### config.mk
export PLATFORM = sky130hd
export DESIGN_NAME = load_store_unit
export DESIGN_NICKNAME = d
export VERILOG_FILES = /design/src/rtl/load_store_unit.sv
export SDC_FILE = /design/constraint.sdc
export NUM_CORES = 1
export LEC_CHECK = 0
export CAP_MARGIN = 0
export CORE_AREA = 10 10 129 131
export DETAILED_ROUTE_END_ITERATION = 10
export DIE_AREA = 0 0 139 141
export GPL_TIMING_DRIVEN = 0
export PLACE_DENSITY = 0.78
export SYNTH_ARGS = -nofsm -noshare
export SYNTH_HDL_FRONTEND = slang
export SYNTH_SLANG_ARGS = --single-unit
export TNS_END_PERCENT = 5
### constraint.sdc
create_clock -name i_Clock -period 1.9 [get_ports i_Clock]
set_input_delay 0.19 -clock i_Clock [delete_from_list [all_inputs] [get_ports i_Clock]]
set_output_delay 0.19 -clock i_Clock [all_outputs]
set_load 0.02 [all_outputs]
### src/rtl/load_store_unit.sv
// Load/store engine: turns a byte address and access type into a word-aligned,
// byte-enabled memory request, and returns lane-extracted, extended load data.
module load_store_unit #(
  parameter  int TIMEOUT_CYCLES = 255,
  localparam int LS_SEL_WIDTH   = 3
) (
  input  logic                    i_Clock,
  input  logic                    i_Reset,
  input  logic                    i_Start,
  input  logic [LS_SEL_WIDTH:0]   i_Load_Store_Type,
  input  logic [31:0]             i_Addr,
  input  logic [31:0]             i_Store_Data,
  output logic                    o_Busy,
  output logic                    o_Done,
  output logic [31:0]             o_Load_Data,
  output logic                    o_Misaligned,
  output logic                    o_Timeout,
  output logic                    o_Mem_Req,
  output logic                    o_Mem_Write_Enable,
  output logic [31:0]             o_Mem_Addr,
  output logic [3:0]              o_Mem_Byte_Enable,
  output logic [31:0]             o_Mem_Write_Data,
  input  logic                    i_Mem_Ready,
  input  logic                    i_Mem_Read_Valid,
  input  logic [31:0]             i_Mem_Read_Data
);

  localparam logic [3:0] LS_TYPE_NONE = 4'd0;
  localparam logic [3:0] LS_TYPE_LB   = 4'd1;
  localparam logic [3:0] LS_TYPE_LH   = 4'd2;
  localparam logic [3:0] LS_TYPE_LW   = 4'd3;
  localparam logic [3:0] LS_TYPE_LBU  = 4'd4;
  localparam logic [3:0] LS_TYPE_LHU  = 4'd5;
  localparam logic [3:0] LS_TYPE_SB   = 4'd6;
  localparam logic [3:0] LS_TYPE_SH   = 4'd7;
  localparam logic [3:0] LS_TYPE_SW   = 4'd8;

  localparam int             CW           = (TIMEOUT_CYCLES < 2) ? 1 : $clog2(TIMEOUT_CYCLES + 1);
  localparam logic [CW-1:0]  TIMEOUT_LAST = CW'(TIMEOUT_CYCLES - 1);

  typedef enum logic [1:0] {
    ST_IDLE      = 2'd0,
    ST_REQUEST   = 2'd1,
    ST_WAIT_READ = 2'd2,
    ST_DONE      = 2'd3
  } state_t;

  state_t                 state_r;
  logic [LS_SEL_WIDTH:0]  type_r;
  logic [1:0]             offset_r;
  logic [CW-1:0]          count_r;

  function automatic logic is_store(input logic [3:0] t);
    return (t == LS_TYPE_SB) || (t == LS_TYPE_SH) || (t == LS_TYPE_SW);
  endfunction

  // Unknown codes are retired like NONE so a corrupted type never reaches memory.
  function automatic logic is_nop(input logic [3:0] t);
    return (t == LS_TYPE_NONE) || (t > LS_TYPE_SW);
  endfunction

  function automatic logic is_misaligned(input logic [3:0] t, input logic [1:0] a);
    case (t)
      LS_TYPE_LH, LS_TYPE_LHU, LS_TYPE_SH: is_misaligned = a[0];
      LS_TYPE_LW, LS_TYPE_SW:              is_misaligned = (a != 2'b00);
      default:                             is_misaligned = 1'b0;
    endcase
  endfunction

  function automatic logic [3:0] store_be(input logic [3:0] t, input logic [1:0] a);
    case (t)
      LS_TYPE_SB: store_be = 4'b0001 << a;
      LS_TYPE_SH: store_be = 4'b0011 << a;
      LS_TYPE_SW: store_be = 4'b1111;
      default:    store_be = 4'b0000;
    endcase
  endfunction

  function automatic logic [31:0] store_data(input logic [3:0] t, input logic [31:0] d);
    case (t)
      LS_TYPE_SB: store_data = {4{d[7:0]}};
      LS_TYPE_SH: store_data = {2{d[15:0]}};
      LS_TYPE_SW: store_data = d;
      default:    store_data = 32'd0;
    endcase
  endfunction

  function automatic logic [31:0] load_extend(input logic [3:0] t, input logic [1:0] a,
                                              input logic [31:0] w);
    logic [31:0] lane;
    lane = w >> {a, 3'b000};
    case (t)
      LS_TYPE_LB:  load_extend = {{24{lane[7]}}, lane[7:0]};
      LS_TYPE_LBU: load_extend = {24'd0, lane[7:0]};
      LS_TYPE_LH:  load_extend = {{16{lane[15]}}, lane[15:0]};
      LS_TYPE_LHU: load_extend = {16'd0, lane[15:0]};
      LS_TYPE_LW:  load_extend = lane;
      default:     load_extend = 32'd0;
    endcase
  endfunction

  // Access sequencer: state, latched operands, timeout counter and all registered outputs.
  always_ff @(posedge i_Clock) begin
    if (i_Reset) begin
      state_r            <= ST_IDLE;
      type_r             <= 4'd0;
      offset_r           <= 2'b00;
      count_r            <= '0;
      o_Busy             <= 1'b0;
      o_Done             <= 1'b0;
      o_Load_Data        <= 32'd0;
      o_Misaligned       <= 1'b0;
      o_Timeout          <= 1'b0;
      o_Mem_Req          <= 1'b0;
      o_Mem_Write_Enable <= 1'b0;
      o_Mem_Addr         <= 32'd0;
      o_Mem_Byte_Enable  <= 4'b0000;
      o_Mem_Write_Data   <= 32'd0;
    end else begin
      o_Done       <= 1'b0;
      o_Misaligned <= 1'b0;
      o_Timeout    <= 1'b0;
      case (state_r)
        ST_IDLE: begin
          if (i_Start) begin
            type_r   <= i_Load_Store_Type;
            offset_r <= i_Addr[1:0];
            count_r  <= '0;
            o_Busy   <= 1'b1;
            if (is_misaligned(i_Load_Store_Type, i_Addr[1:0])) begin
              state_r      <= ST_DONE;
              o_Done       <= 1'b1;
              o_Misaligned <= 1'b1;
            end else if (is_nop(i_Load_Store_Type)) begin
              state_r     <= ST_DONE;
              o_Done      <= 1'b1;
              o_Load_Data <= 32'd0;
            end else begin
              state_r            <= ST_REQUEST;
              o_Mem_Req          <= 1'b1;
              o_Mem_Write_Enable <= is_store(i_Load_Store_Type);
              o_Mem_Addr         <= {i_Addr[31:2], 2'b00};
              o_Mem_Byte_Enable  <= store_be(i_Load_Store_Type, i_Addr[1:0]);
              o_Mem_Write_Data   <= store_data(i_Load_Store_Type, i_Store_Data);
            end
          end else begin
            state_r <= ST_IDLE;
          end
        end
        ST_REQUEST: begin
          if (i_Mem_Ready) begin
            o_Mem_Req          <= 1'b0;
            o_Mem_Write_Enable <= 1'b0;
            count_r            <= count_r + CW'(1);
            if (is_store(type_r)) begin
              state_r <= ST_DONE;
              o_Done  <= 1'b1;
            end else begin
              state_r <= ST_WAIT_READ;
            end
          end else if (count_r >= TIMEOUT_LAST) begin
            state_r            <= ST_DONE;
            o_Done             <= 1'b1;
            o_Timeout          <= 1'b1;
            o_Mem_Req          <= 1'b0;
            o_Mem_Write_Enable <= 1'b0;
          end else begin
            count_r <= count_r + CW'(1);
          end
        end
        ST_WAIT_READ: begin
          if (i_Mem_Read_Valid) begin
            state_r     <= ST_DONE;
            o_Done      <= 1'b1;
            o_Load_Data <= load_extend(type_r, offset_r, i_Mem_Read_Data);
          end else if (count_r >= TIMEOUT_LAST) begin
            state_r   <= ST_DONE;
            o_Done    <= 1'b1;
            o_Timeout <= 1'b1;
          end else begin
            count_r <= count_r + CW'(1);
          end
        end
        ST_DONE: begin
          state_r <= ST_IDLE;
          o_Busy  <= 1'b0;
        end
        default: begin
          state_r            <= ST_IDLE;
          o_Busy             <= 1'b0;
          o_Mem_Req          <= 1'b0;
          o_Mem_Write_Enable <= 1'b0;
        end
      endcase
    end
  end

endmodule

Word level (Yosys, flattened, before mapping):

Cells that the tools add are included.

* bits in registers: 120
* bits of input ports: 105
* word-level logic and storage cells: 118

* $add $sub $neg: 1
* order comparisons: 2
* equal/unequal tests: 24
* shifts and indexed selects: 3
* muxes and demuxes: 49
* bitwise operators: 4
* reductions and logical operators: 21

Operator list (count)
* $pmux W32 S5: 1
* $mux W32: 4
* $pmux W32 S3: 1
* $pmux W32 S2: 1
* $mux W8: 4
* $shr A32 B5 Y32: 1
* $eq A4 B3 Y1 const B: 7
* $pmux W8 S3: 1
* $mux W1: 23
* $eq A4 B2 Y1 const B: 4
* $mux W2: 6
* $ne A2 B2 Y1 const B: 6
* $pmux W4 S3: 1
* $pmux W1 S2: 5
* $reduce_and A5 Y1: 2
* $add A8 B1 Y8 const B: 1
* $eq A4 B4 Y1 const B: 2
* $ge A8 B8 Y1 const B: 1
* $pmux W2 S4: 1
* $reduce_bool A2 Y1: 4
* $reduce_or A3 Y1: 2
* $logic_or A1 B1 Y1: 5
* $eq A2 B2 Y1 const B: 2
* $eq A4 B1 Y1 const B: 1
* 14 further kinds: 18

Depth between registers and ports, before layout:

Gate-level depths: netlist of the first run.

* word-level depth: 9
* mapped depth: 10
* depth with buffers taken out: 7

Worst setup path after synthesis of the first run:

No wires, ideal clock.

* path type: reg2reg
* start: reg state_r[0]
* end: reg o_Load_Data[30]
* library setup time: 0.060 ns
* arrival: 2.001 ns
* required time: 1.840 ns
* path slack: -0.161 ns
* cell stages (with the launch flop): 11
* path buffers: 3
* path through: dfxtp_1 -> inv_1 -> ha_1 -> and2_1 -> o21ai_0 -> a21o_1 -> buf_2 -> nor2b_1 -> buf_6 -> buf_6 -> a22o_1

* longest elaborated chain between the ends: 3
* elaborated cells on any way between the ends: 9
* those cells by class: eq/ne (5); mux (1); reduce/logical (3)

RTL lines
* start: declaration: line 48 `state_t state_r;`
* start signal: assignment: line 105 `state_r <= ST_IDLE;`
* start signal: assignment: line 131 `state_r <= ST_DONE;`
* start signal: assignment: line 135 `state_r <= ST_DONE;`
* $eq A2 B2 Y1 or $logic_not A2 Y1 (tied branches): line 123 `case (state_r)`
* $ne A2 B2 Y1 (no source line) or $reduce_bool A2 Y1 (tied branches)
* $reduce_and A5 Y1 (no source line)
* end signal: assignment: line 175 `o_Load_Data <= load_extend(type_r, offset_r, i_Mem_Read_Data);`
* end: declaration: line 15 `output logic [31:0] o_Load_Data,`

Parallel ways exist; a longest one is shown, timed or not.
A chain may end at the register's enable or synchronous reset.

Final worst setup path of the first run:

* start: reg state_r[0]
* end: reg o_Load_Data[8]

The elaborated chain is that of the path after synthesis.

==> impl_summary.log, run 1 <==
[metrics] skew final: 0.00825 ns
[metrics] hold path start: i_Addr[0]
[metrics] CTS tree: built
[metrics] count of mapped cells out of synthesis: 632
[metrics] headroom to the max-slew limit: 61.4%
[metrics] area of the core: 14,200 sq um
[metrics] critical path startpoint category: flop
[metrics] antenna diode instance count: 0
[metrics] Worst Tran Pin Value: 0.578 ns
[metrics] data required time at the worst endpoint: 2.25 ns
[metrics] H-tree level count: 4
[metrics] GRT Overall Usage: 19.3%
[metrics] number of cells on the worst hold path: 3
[metrics] path class of the lowest-slack min-delay path: primary input to flop
[metrics] instance area after placement: 7870 sq um
[metrics] final net count: 985
[metrics] horizontal extent of the die: 139 microns
[metrics] die area: 19,600 sq um
[metrics] y dimension of the die: 141 microns
[metrics] buffer and inverter count on the worst path: 5
[metrics] most numerous cell on the critical path: buf_8
[metrics] first-iteration detailed-routing DRC count: 463
[metrics] critical register-to-register path startpoint: state_r[0]
[metrics] data arrival at the endpoint of the critical path: 2.42 ns
[metrics] category of the worst setup path capture point: flop
[metrics] smallest setup slack after layout: -0.174 ns
[metrics] total standard cell area after synthesis: 5550 sq um
[metrics] boundary pin count: 211
[metrics] Final Wtd Congestion: 0.920
[metrics] hold-critical path endpoint: offset_r[0]
[metrics] pin count of the biggest net entering global routing: 17
[metrics] number of enable-type register cells in the synthesized netlist: 0
[metrics] P per Cell Area: 796 nW/um^2
[metrics] number of cells on the worst reg-to-reg path: 10
[metrics] delay of the slowest critical-path stage: 0.55 ns
[metrics] starting density of the core: 39.1%
[metrics] total number of vias: 5,887
[metrics] Final min period: 2.07 ns
[metrics] first-pass GRT wire length: 30,700 microns
[metrics] Synth area leader: dfxtp_1
[metrics] top area cells in the synthesized netlist: dfxtp_1, nand2_1, a21oi_1
[metrics] outcome: finished, violations left
[metrics] final instance area: 8900 sq um
[metrics] Max Fanout on Critical Path: 5
[metrics] reg2reg setup slack: -0.17 ns
[metrics] FP Rows: 44
[metrics] Final Slew Violations: 0
[metrics] HPWL Detailed: 15,200 microns
[metrics] final-report hold violation count: 0
[metrics] routed wire length: 20,800 microns
[metrics] Netlist cell types: 60
[metrics] number of input and output port buffers inserted: 205
[metrics] WL per Instance: 19.4 microns
[metrics] proportion of register bits with asynchronous set or reset after synthesis: 0%
[metrics] failing checks: negative setup slack
[metrics] number of register bits inferred by synthesis: 120
[metrics] layout cell share with drive strength beyond 1: 16.7%
[metrics] cell at the slowest stage of the critical path: or4b_4
[metrics] peak ir drop on the vdd network: 0.631 mV
[metrics] family of cells with the greatest summed delay on the critical path: simple AND/OR/NAND/NOR gates
[metrics] # Max-Cap Violations: 0
[metrics] static power due to leakage: 0.00327 uW
[metrics] residual overflow from global routing: 0
[metrics] post-synthesis to final-layout area growth: 60.3%
[metrics] final count of negative-setup-slack endpoints: 35
[metrics] remaining routing DRC violations: 0
[metrics] top-area cell type share of the netlist area: 43.3%
[metrics] clk root buf: clkbuf_16
[metrics] capture point of the worst reg-to-reg path: o_Load_Data[8]
[metrics] clk buf depth: 2
[metrics] worst setup path class: flop to flop
[metrics] Worst Hold Margin: 0.125 ns
[metrics] Tcrit/Tclk final: 109%
[metrics] multi-input logic area: 3100 sq um
[metrics] antenna violations before repair: 0
[metrics] yosys warns: 0
[metrics] clock slew at the register clock pins of the worst setup and hold paths: 0.05 ns
[metrics] via count of the first global-routing pass: 5,641
[metrics] ratio of routed vias to standard cells: 5.50
[metrics] hold buffers post-CTS: 0
[metrics] clock network latency to the later pin of the worst-skew pair: 0.42 ns
[metrics] # fillers: 1,195
[metrics] total area of sequential cells: 2410 sq um
[metrics] clk sink count: 120
[metrics] chain of cells forming the critical path: inv_4 > ha_4 > buf_8 > inv_8 > or4b_4 > a211oi_4 > buf_6 > buf_8 > a22oi_2 > nor2_1
[metrics] total CTS buffers: 17
[metrics] post-route antenna net violation count: 0
[metrics] synthesized area per cell: 8.79 sq um
[metrics] timing-limited maximum frequency: 482 MHz
[metrics] fraction of the yosys area taken by sequential cells: 43.3%
[metrics] unrepaired setup endpoints after global routing: true
[metrics] flip-flop cell with the highest count after synthesis: dfxtp_1
[metrics] number of iterations in the first detailed-routing pass: 7
[worst max path at each step]
| stage | from | endpoint | slack, ns | depth (start not counted) |
|---|---|---|---|---|
| 3_3_place_gp | i_Load_Store_Type[2] | o_Mem_Write_Data[0] | -0.61 | 6 |
| 2_1_floorplan | state_r[0] | o_Load_Data[16] | -0.08 | 9 |
| 4_1_cts | state_r[1] | o_Load_Data[30] | -0.14 | 10 |
| 3_5_place_dp | i_Load_Store_Type[1] | o_Mem_Write_Data[0] | -0.67 | 6 |
| 5_1_grt | state_r[0] | o_Load_Data[8] | -0.25 | 10 |
| 6_report | state_r[0] | o_Load_Data[8] | -0.17 | 10 |
[registers in the layout, indices dropped and copies added, names as in the netlist]
signal              count
o_Done                  1
offset_r                2
o_Mem_Byte_Enable       4
count_r                 8
o_Mem_Write_Data       32
o_Mem_Addr             30
o_Busy                  1
o_Load_Data            32
o_Mem_Write_Enable      1
type_r                  4
o_Mem_Req               1
o_Timeout               1
state_r                 2
o_Misaligned            1
[placed cells by master, fill, tap and decap left out, types with 3 or more instances in the layout]
master | synthesis | final
nand2b_1 | 7 | 6
buf_6 | 5 | 8
a31oi_1 | 4 | 4
buf_4 | 4 | 22
clkbuf_2 | 0 | 8
ha_1 | 6 | 4
buf_2 | 17 | 8
o22ai_1 | 3 | 3
nand2_1 | 102 | 101
nor2_1 | 39 | 37
o211ai_1 | 3 | 3
inv_1 | 9 | 7
nor3_1 | 7 | 7
a211oi_1 | 6 | 5
buf_1 | 4 | 3
mux2i_1 | 16 | 16
a222oi_1 | 8 | 8
o2bb2ai_4 | 0 | 3
clkbuf_1 | 18 | 15
a22oi_1 | 32 | 26
clkinv_2 | 0 | 3
a21oi_2 | 2 | 3
o21ai_0 | 29 | 25
o21ai_1 | 0 | 3
o2bb2ai_2 | 0 | 5
a21oi_1 | 74 | 72
or2_2 | 4 | 4
a22oi_2 | 0 | 6
clkbuf_4 | 0 | 3
clkbuf_16 | 0 | 17
a21o_1 | 10 | 10
mux2_2 | 18 | 18
nor2b_1 | 9 | 7
dfxtp_1 | 120 | 118
a22o_1 | 17 | 17
bufinv_16 | 0 | 3
clkdlybuf4s50_1 | 0 | 203
nand3_1 | 3 | 3
a2bb2oi_1 | 8 | 7
[what timing repair did]
item                       in CTS  in global routing
setup endpoints to repair     113                109
gates cloned                    0                  1
gates resized for setup        23                 57
buffers inserted                4                 14
pin swaps                       4                 10
[worst min-delay path, stage by stage]
cell     delay (ns)
buf_2          0.16
nand2_1        0.08
a21oi_1        0.06
[stage by stage]
stage	setup WS, ns	total power [uW]	utilization, %	cells	TNS (ns)
floorplan	-0.0771	3260	-	633	-1.09
global placement	-0.605	3750	55.4	1022	-55.24
detailed placement	-0.670	3770	55.4	1022	-58.52
CTS	-0.138	7000	60.1	1058	-3.37
global route	-0.245	7330	62.7	1071	-7.36
finish	-0.174	7090	62.7	1071	-3.88
[Yosys cell counts, drive strengths merged (2+ instances only)]
cell type,count
buf,30
nor3,10
nand3b,2
a22o,17
or2,4
ha,6
nand4b,2
o22ai,3
a211oi,7
and2,2
a211o,2
and3,2
nand2,102
a31oi,4
nor2,39
mux2i,16
a21o,11
xnor2,2
nor2b,9
a21oi,76
nand2b,7
a2bb2oi,8
dfxtp,120
a22oi,32
o211ai,3
a21boi,2
o31ai,2
o2bb2ai,8
inv,10
o21a,2
clkbuf,18
nand4,2
nand3,3
mux2,18
o21ai,30
a222oi,8
[metal layers]
metal	track usage (%)	part of all wire, %	up-vias
met5	0	0	-
met4	6.64	2.4	0
met3	7.79	9.5	46
met2	30.7	46	306
met1	23.0	42	2760
li1	-	-	2775
[report_power, final]
part / switching, uW / leakage [uW] / internal, uW
registers: 47.2 / 0.000972 / 2590
logic: 632 / 0.00201 / 594
clock network: 1140 / 0.000282 / 2090
[cell type report]
cell class | instances | share of cell area (%)
multi-input combinational | 455 | 34.8
sequential | 120 | 27.1
timing repair buffer | 224 | 25.0
clock buffer | 24 | 5.19
buffer | 46 | 3.44
tap | 184 | 2.59
clock inverter | 8 | 1.36
inverter | 10 | 0.562
[cells by family (layout without fill, tap and decap cells)]
family,count (synthesis),after routing,share of synthesized area [%]
fa+ha+maj,6,6,1.35
buf+inv,58,312,5.25
simple gates,189,189,15.9
flops,120,120,43.3
other cells,1,2,0.0675
mux,35,35,6.94
xor+xnor,2,2,0.315
compound gates,221,221,27.0
Note: power is estimated with default switching activity, not from simulation.
==> run 2: changes to the inputs <==
--- a/config.mk
+++ b/config.mk
@@ -5,12 +5,14 @@
 export SDC_FILE = /design/constraint.sdc
 export NUM_CORES = 1
 export LEC_CHECK = 0
+export ABC_CLOCK_PERIOD_IN_PS = 1900
 export CAP_MARGIN = 0
 export CORE_AREA = 10 10 129 131
 export DETAILED_ROUTE_END_ITERATION = 10
 export DIE_AREA = 0 0 139 141
 export GPL_TIMING_DRIVEN = 0
 export PLACE_DENSITY = 0.78
+export SKIP_LAST_GASP = 1
 export SYNTH_ARGS = -nofsm -noshare
 export SYNTH_HDL_FRONTEND = slang
 export SYNTH_SLANG_ARGS = --single-unit
==> impl_summary.log, run 2 (same netlist as run 1, synthesis figures left out) <==
[metrics] number of iterations in the first detailed-routing pass: 7 (unchanged)
[metrics] headroom to the max-slew limit: 60.3% (-1.2 points)
[metrics] path class of the lowest-slack min-delay path: primary input to flop
[metrics] total CTS buffers: 17 (unchanged)
[metrics] y dimension of the die: 141 microns (unchanged)
[metrics] commonest cells after routing, fill and taps aside: clkdlybuf4s50_1, dfxtp_1, nand2_1
[metrics] H-tree level count: 4 (unchanged)
[metrics] reg2reg setup slack: -0.18 ns (about the same)
[metrics] pin count of the biggest net entering global routing: 17 (unchanged)
[metrics] capture point of the worst reg-to-reg path: o_Load_Data[8]
[metrics] data required time at the worst endpoint: 2.24 ns (about the same)
[metrics] most common cell after layout, fill and taps aside: clkdlybuf4s50_1
[metrics] final-report hold violation count: 0 (unchanged)
[metrics] clk sink count: 120 (unchanged)
[metrics] hold-critical path endpoint: offset_r[0]
[metrics] clock slew at the register clock pins of the worst setup and hold paths: 0.05 ns (about the same)
[metrics] starting density of the core: 39.1% (unchanged)
[metrics] skew final: 0.00790 ns (-0.000352 ns)
[metrics] post-synthesis to final-layout area growth: 59.6%
[metrics] final instance area: 8870 sq um (-0.42%)
[metrics] final net count: 984 (-0.10%)
[metrics] failing checks: negative setup slack
[metrics] multi-input logic area: 3090 sq um (-0.44%)
[metrics] ratio of routed vias to standard cells: 5.47 (-0.40%)
[metrics] CTS tree: built
[metrics] Final Wtd Congestion: 0.920 (unchanged)
[metrics] WL per Instance: 19.3 microns (-0.52%)
[metrics] antenna diode instance count: 0 (unchanged)
[metrics] instance area after placement: 7870 sq um (unchanged)
[metrics] clock network latency to the later pin of the worst-skew pair: 0.42 ns (about the same)
[metrics] Tcrit/Tclk final: 109% (+0.25 points)
[metrics] remaining routing DRC violations: 0 (unchanged)
[metrics] residual overflow from global routing: 0 (unchanged)
[metrics] clk buf depth: 2 (unchanged)
[metrics] total area of sequential cells: 2410 sq um (unchanged)
[metrics] largest registers: o_Load_Data: 32 flops, o_Mem_Write_Data: 32 flops, o_Mem_Addr: 30 flops
[metrics] hold path start: i_Addr[0]
[metrics] timing-limited maximum frequency: 481 MHz (-0.23%)
[metrics] smallest setup slack after layout: -0.179 ns (-0.00482 ns)
[metrics] Total Power: 7060 uW (-0.40%)
[metrics] post-route antenna net violation count: 0 (unchanged)
[metrics] clk root buf: clkbuf_16
[metrics] Final min period: 2.08 ns (+0.00482 ns)
[metrics] Final Slew Violations: 0 (unchanged)
[metrics] horizontal extent of the die: 139 microns (unchanged)
[metrics] P per Cell Area: 796 nW/um^2 (about the same)
[metrics] total number of vias: 5,858 (-0.49%)
[metrics] static power due to leakage: 0.00323 uW (-1.1%)
[metrics] # Max-Cap Violations: 0 (unchanged)
[metrics] Worst Tran Pin Value: 0.596 ns (+0.0177 ns)
[metrics] worst setup path class: flop to flop
[metrics] boundary pin count: 211 (unchanged)
[metrics] data arrival at the endpoint of the critical path: 2.42 ns (about the same)
[metrics] FP Rows: 44 (unchanged)
[metrics] routed wire length: 20,700 microns (-0.61%)
[metrics] die area: 19,600 sq um (unchanged)
[metrics] peak ir drop on the vdd network: 0.617 mV (-2.2%)
[metrics] via count of the first global-routing pass: 5,626 (-0.27%)
[metrics] setup TNS: -4.74 ns (-0.864 ns)
[metrics] outcome: finished, violations left
[metrics] # fillers: 1,196 (+0.084%)
[metrics] unrepaired setup endpoints after global routing: true
[metrics] antenna violations before repair: 0 (unchanged)
[metrics] area of the core: 14,200 sq um (unchanged)
[metrics] category of the worst setup path capture point: flop
[metrics] HPWL Detailed: 15,200 microns (unchanged)
[metrics] pre-CTS WS: -0.670 ns (unchanged)
[metrics] layout cell share with drive strength beyond 1: 16.3% (-0.43 points)
[metrics] Worst Hold Margin: 0.130 ns (+0.00542 ns)
[metrics] Max Fanout on Critical Path: 5 (unchanged)
[metrics] first-iteration detailed-routing DRC count: 457 (-1.3%)
[metrics] critical path startpoint category: flop
[metrics] number of input and output port buffers inserted: 205 (unchanged)
[metrics] number of cells on the worst reg-to-reg path: 10 (unchanged)
[metrics] number of cells on the worst hold path: 3 (unchanged)
[metrics] critical register-to-register path startpoint: state_r[0]
[metrics] first-pass GRT wire length: 30,700 microns (-0.18%)
[metrics] GRT Overall Usage: 19.2% (-0.028 points)
[metrics] final count of negative-setup-slack endpoints: 70 (+100%)
## run 2: cell count changes in the layout (fill, tap and decap cells not counted), sizes merged
cell	previous run	this run
dlymetal6s2s	2	0
buf	45	46
clkdlybuf4s50	203	205
clkbuf	44	42
## run 2: where the power goes
group	switching (uW)	leakage [uW]	total [uW]	internal (uW)
Sequential	47.1	0.000972	2630	2590
Clock	1120	0.000282	3210	2090
Combinational	627	0.00198	1210	587
## run 2: worst max-delay path, stage by stage (launching register included)
cell and delay, ns:
dfxtp_4 0.36, inv_4 0.07, ha_4 0.15, buf_8 0.12, inv_8 0.03, or4b_4 0.55
a211oi_4 0.23, buf_6 0.17, buf_8 0.13, a22oi_2 0.05, nor2_1 0.13
## run 2: repair_timing
action | 4_1_cts | 5_1_grt
cloned | 0 | 1
endpoints found under the setup margin | 113 | 111
hold buffers | 0 | 0
setup buffers | 4 | 13
resized for setup | 18 | 49
pin swaps | 3 | 8
## run 2: area by class of cell
cell class                      instances  area share [%]
Multi-Input combinational cell        455            34.8
Sequential cell                       120            27.2
Timing Repair Buffer                  223            24.9
Clock buffer                           24            5.21
Buffer                                 46            3.33
Tap cell                              184            2.60
Clock inverter                          8            1.37
Inverter                               10           0.564
## run 2: per-stage QoR
| stage | instances | utilization [%] |
|---|---|---|
| after floorplan | 633 | - |
| after global placement | 1022 | 55.4 |
| after detailed placement | 1022 | 55.4 |
| after CTS | 1058 | 60.1 |
| final | 1070 | 62.4 |
| after global routing | 1070 | 62.4 |
## run 2: worst max path at each step
stage / slack [ns] / from / to
5_1_grt: -0.25 / state_r[0] / o_Load_Data[8]
6_report: -0.18 / state_r[0] / o_Load_Data[8]
3_5_place_dp: -0.67 / i_Load_Store_Type[1] / o_Mem_Write_Data[0]
3_3_place_gp: -0.61 / i_Load_Store_Type[2] / o_Mem_Write_Data[0]
2_1_floorplan: -0.08 / state_r[0] / o_Load_Data[16]
4_1_cts: -0.14 / state_r[0] / o_Load_Data[22]
## run 2: per-layer routing
layer | global-route usage [%] | vias to the layer above | routed length (microns)
met1 | 23.0 | 2746 | 8430
met4 | 6.59 | 0 | 436
met5 | 0 | - | 0
met3 | 7.79 | 35 | 2120
met2 | 30.7 | 308 | 9690
li1 | - | 2769 | -
==> variant 1, RTL diff (flow settings as in run 1) <==
Change the parameter `TIMEOUT_CYCLES` from 255 to 510.
--- a/src/rtl/load_store_unit.sv
+++ b/src/rtl/load_store_unit.sv
@@ -2,5 +2,5 @@
 // byte-enabled memory request, and returns lane-extracted, extended load data.
 module load_store_unit #(
-  parameter  int TIMEOUT_CYCLES = 255,
+  parameter  int TIMEOUT_CYCLES = 510,
   localparam int LS_SEL_WIDTH   = 3
 ) (
Behaviour: no difference found for any inputs over 4 cycles, from zero or initial values and one cycle with i_Reset high; that may be too few to reach the edited logic, so the function may still have changed.
==> variant 1 against run 1 <==
- the run still ends with negative setup slack left
- setup slack better by 0.15 ns
- routed wire length is 0.33% lower
- critical path depth is 3 lower
- clock power is 6.5% higher
- design area is 0.90% higher
- sequential cell count is 1 higher
- power is 9.1% higher
- combinational power is 27% higher
- area after synthesis is 5.2% higher
==> variant 1: results (changes against run 1) <==
- ClkCell Share: 6.950% (+0.40 points)
- Max VDD drop: 711.2 uV (+13%)
- Cells after synthesis: 653 (+3.3%)
- Initial antenna violation count: 1 (+1)
- Commonest cells in the netlist: dfxtp_1 (121), nor2_1 (83), a21oi_1 (71)
- Run status: finished, violations left
- Placed cell count: 1,041 (+1.9%)
- Leak: 3.117 nW (-4.6%)
- Cell area after placement: 8114 sq um (+3.1%)
- Area taken by multi-input logic gates: 3236 sq um (+4.4%)
- Share of layout cells above drive strength 1: 14.03% (-2.7 points)
- Seq area share: 27.03% (-0.032 points)
- CP max-delay cell: mux4_2
- Multi-input gates: 470 (+3.3%)
- Clock Sinks: 121 (+0.83%)
- CLK BUF: 18 (-25%)
- Vias in the first global route: 5,814 (+3.1%)
- Crit path max-delay family: multiplexers
- Vias/cell: 5.434 (-1.1%)
- Non-clock buffer share: 27.02% (-1.4 points)
- Postcts setup bufs: 0 (-4)
- Cell Count, Final, Fillers Out: 1,075 (+0.37%)
- Setup tns final: -0.05351 ns (+3.825 ns)
- Grt met1 use: 22.77% (-0.25 points)
- Largest cells by area after synthesis: dfxtp_1 (41%), mux2i_1 (9.3%), a21oi_1 (6.1%), nor2_1 (5.3%), o2bb2ai_2 (5.1%)
- Pre-CTS WS: -0.5746 ns (+0.09586 ns)
- Input/output buffers: 203 (-0.98%)
- Failing checks: negative setup slack
- Int Power: 5.579 mW (+5.9%)
- First-pass GRT wire length: 32.02 mm (+4.1%)
- Sequential fraction of the synthesis area: 41.47% (-1.8 points)
- Global-route met2 utilization: 32.68% (+1.9 points)
- P_clk: 3.44 mW (+6.5%)
- Synth Area in Compound Gates: 23.84% (-3.1 points)
- Library cells used by synthesis: 56 (-6.7%)
- Routed wire per std cell: 19.29 um (-0.70%)
- Max incr delay on CP: 0.51 ns (-0.04 ns)
- # nets final: 989 (+0.41%)
- Finish-stage setup viols: 4 (-89%)
- Worst Skew: 0.007583 ns (-0.0006663 ns)
- Worst-path fanout max: 8 (+3)
- 1st-pass router iterations: 5 (-2)
- Post-CTS sizing: 30 (+30%)
- Global Route Usage Sum: 20.43% (+1.2 points)
- Worst EP arrival: 2.24 ns (-0.18 ns)
- P_comb: 1.56 mW (+27%)
- H-tree depth: 4 (unchanged)
- Post-synthesis mux area share: 11.57% (+4.6 points)
- Power in sequential cells: 2.73 mW (+4%)
- Post-route ant nets: 0 (unchanged)
- Met3 usage: 10.85% (+3.1 points)
- Setup WS post-layout: -0.02559 ns (+0.1487 ns)
- GPL Wtd Cong: 0.9067 (-1.4%)
- Post-route cell area: 8984 sq um (+0.90%)
- Non-CTS buffers: 258 (-4.4%)
- Dpl hpwl: 15.78 mm (+3.6%)
- Fill cells: 1,194 (-0.084%)
variant 1: cell types whose count changed after synthesis, moves of 8 or more:
cell,run 1,this run
nor2_1,39,83
a222oi_1,8,0
mux2i_1,16,54
o2111ai_1,0,8
a22oi_1,32,10
mux2_2,18,10
nand2_1,102,59
a21o_1,10,0
o2bb2ai_2,0,20
clkbuf_1,18,28
a22o_1,17,1
a211oi_1,6,29
nand3_1,3,17
variant 1: final timing paths:
| path | from | end | slack, ns | cells past startpoint |
|---|---|---|---|---|
| worst max register to register | offset_r[1] | o_Load_Data[19] | -0.03 | 7 |
| worst max-delay path | offset_r[1] | o_Load_Data[19] | -0.03 | 7 |
| worst min-delay path | i_Load_Store_Type[1] | type_r[1] | 0.08 | 3 |
| worst min register to register | o_Load_Data[4] | o_Load_Data[4] | 0.45 | 2 |
variant 1: metal layers:
metal / up-vias / part of all wire (%)
li1: 2806 / -
met1: 2740 / 40
met2: 256 / 46
met3: 40 / 12
met4: 0 / 2.0
met5: - / 0
==> variant 2, RTL diff (config.mk and constraints of run 1) <==
Made on the original files. The 4 states of `state_t` get a Gray code encoding in 2 bits.
--- a/src/rtl/load_store_unit.sv
+++ b/src/rtl/load_store_unit.sv
@@ -40,8 +40,8 @@
 
   typedef enum logic [1:0] {
-    ST_IDLE      = 2'd0,
-    ST_REQUEST   = 2'd1,
-    ST_WAIT_READ = 2'd2,
-    ST_DONE      = 2'd3
+    ST_IDLE      = 2'b00,
+    ST_REQUEST   = 2'b01,
+    ST_WAIT_READ = 2'b11,
+    ST_DONE      = 2'b10
   } state_t;
 
Behaviour: no difference found for any inputs over 4 cycles, from zero or initial values and one cycle with i_Reset high; so few cycles prove little.
==> variant 2 against run 1 <==
- routed wire length decreased by 4.1%
- largest cell class unchanged
- critical endpoint is now o_Load_Data[30]
- clock power up 5%
- utilization down 3.3 points
- sequential power about the same
- global-route usage up 0.29 points
- area after synthesis fell by 2.7%
- design area shrank 5.3%
- sequential cell count unchanged
- setup slack gained 0.16 ns
- first-iteration DRC count shrank 27%
- count of clock-buffer cells in the layout is 5 lower
- sequential share of layout area grew 1.4 points
- the run still ends with negative setup slack left
- power decreased by 0.31%
- synthesized cell count decreased by 1.4%
==> variant 2: results (changes against run 1) <==
- Run status: finished, violations left
- Failing checks: negative setup slack
- Hold WS: 0.1216 ns (-0.003497 ns)
- Worst Skew: 0.005214 ns (-0.003035 ns)
- Pwr Density: 838.5 nW/um^2 (+5.3%)
- Mean Syn Cell Area: 8.678 sq um (-1.3%)
- Worst-path fanout max: 10 (+5)
- Synth Area in XOR/XNOR: 0.1620% (-0.15 points)
- Met3 usage: 8.431% (+0.64 points)
- Max VDD drop: 535.3 uV (-15%)
- Routed wire per std cell: 19.02 um (-2.1%)
- Largest family of logic cells by synthesized area: compound AO/OA/AOI/OAI gates
- GPL Wtd Cong: 0.9080 (-1.3%)
- WHS Endpoint: type_r[1]
- Vias in the first global route: 5,812 (+3.0%)
- Crit path max-delay family: compound AO/OA/AOI/OAI gates
- Crit path to: o_Load_Data[30]
- Synth Area in Compound Gates: 26.11% (-0.86 points)
- Fill cells: 1,268 (+6.1%)
- Pre-CTS WS: -0.6184 ns (+0.05207 ns)
- Commonest cells in the netlist: dfxtp_1 (120), nand2_1 (109), a21oi_1 (85)
- Dpl hpwl: 15.13 mm (-0.69%)
- Synth warn: 0 (unchanged)
- DRT iter0 DRCs: 336 (-27%)
- Library cells used by synthesis: 58 (-3.3%)
- Min-delay worst type: in -> reg
- Slew HR: 51.73% (-9.7 points)
- M1 WL: 8.021 mm (-7.8%)
- Cell Count, Final, Fillers Out: 1,049 (-2.1%)
- Met3 WL: 2.135 mm (+7.7%)
- Vias/cell: 5.440 (-1.0%)
- Initial antenna violation count: 2 (+2)
- TritonCTS Buffers: 17 (unchanged)
- Hold depth: 3 (unchanged)
- Share of layout cells above drive strength 1: 11.14% (-5.5 points)
- Highest Signal Layer: met4
- Latest clock arrival within the worst-skew pair: 0.42 ns (about the same)
- # nets final: 956 (-2.9%)
- Post-synthesis mux area share: 6.735% (-0.20 points)
- Largest cells by area after synthesis: dfxtp_1 (44%), a21oi_1 (7.9%), nand2_1 (7.6%), o2bb2ai_1 (5.2%), mux2i_1 (4.4%)
- Setup WS post-layout: -0.009926 ns (+0.1644 ns)
- Reg-to-reg startpoint: type_r[1]
- Max incr delay on CP: 0.48 ns (-0.07 ns)
- First-pass GRT wire length: 31.11 mm (+1.2%)
- 1st-pass router iterations: 5 (-2)
- Cell area after placement: 7682 sq um (-2.4%)
- Global-route met2 utilization: 31.70% (+0.97 points)
- Leak: 2.974 nW (-9.0%)
- Sequential fraction of the synthesis area: 44.43% (+1.2 points)
- Input/output buffers: 204 (-0.49%)
- Routed wl met2: 9.292 mm (-3.4%)
- Global Route Usage Sum: 19.56% (+0.29 points)
- Worst hold start: i_Load_Store_Type[1]
- Largest net degree at the start of global routing: 17 (unchanged)
- Finish-stage setup viols: 5 (-86%)
- Setup tns final: -0.02696 ns (+3.851 ns)
- CP max-delay cell: or3b_2
- Synth Area in Adders: 0.4629% (-0.89 points)
- Worst EP arrival: 2.25 ns (-0.17 ns)
- Grt met1 use: 22.40% (-0.62 points)
variant 2: cell count changes in the layout (fill, tap and decap cells not counted), sizes merged, moves of 9 or more:
cell	run 1	this run
a21oi	76	85
o22ai	3	13
a21o	11	2
o2bb2ai	8	32
a22oi	32	18
buf	45	29
o21ai	30	21
variant 2: cell type report:
class / instances / area share [%]
multi-input cells: 449 / 33.49
repair buffers: 206 / 24.40
diodes: 3 / 0.08906
plain buffers: 49 / 3.132
clock buffers: 19 / 5.255
clock inverters: 13 / 2.108
flip-flops and latches: 120 / 28.50
inverters: 6 / 0.2969
well taps: 184 / 2.731
variant 2: power breakdown:
group	internal [mW]	switching (mW)
sequential	2.59	0.0430
combinational	0.491	0.569
clock	2.22	1.16
total	5.30	1.77
variant 2: timing repair:
action,4_1_cts,5_1_grt
setup buffers,2,0
gates resized for setup,16,14
pin swaps,3,0
hold endpoints to repair,0,0
endpoints found under the setup margin,99,94
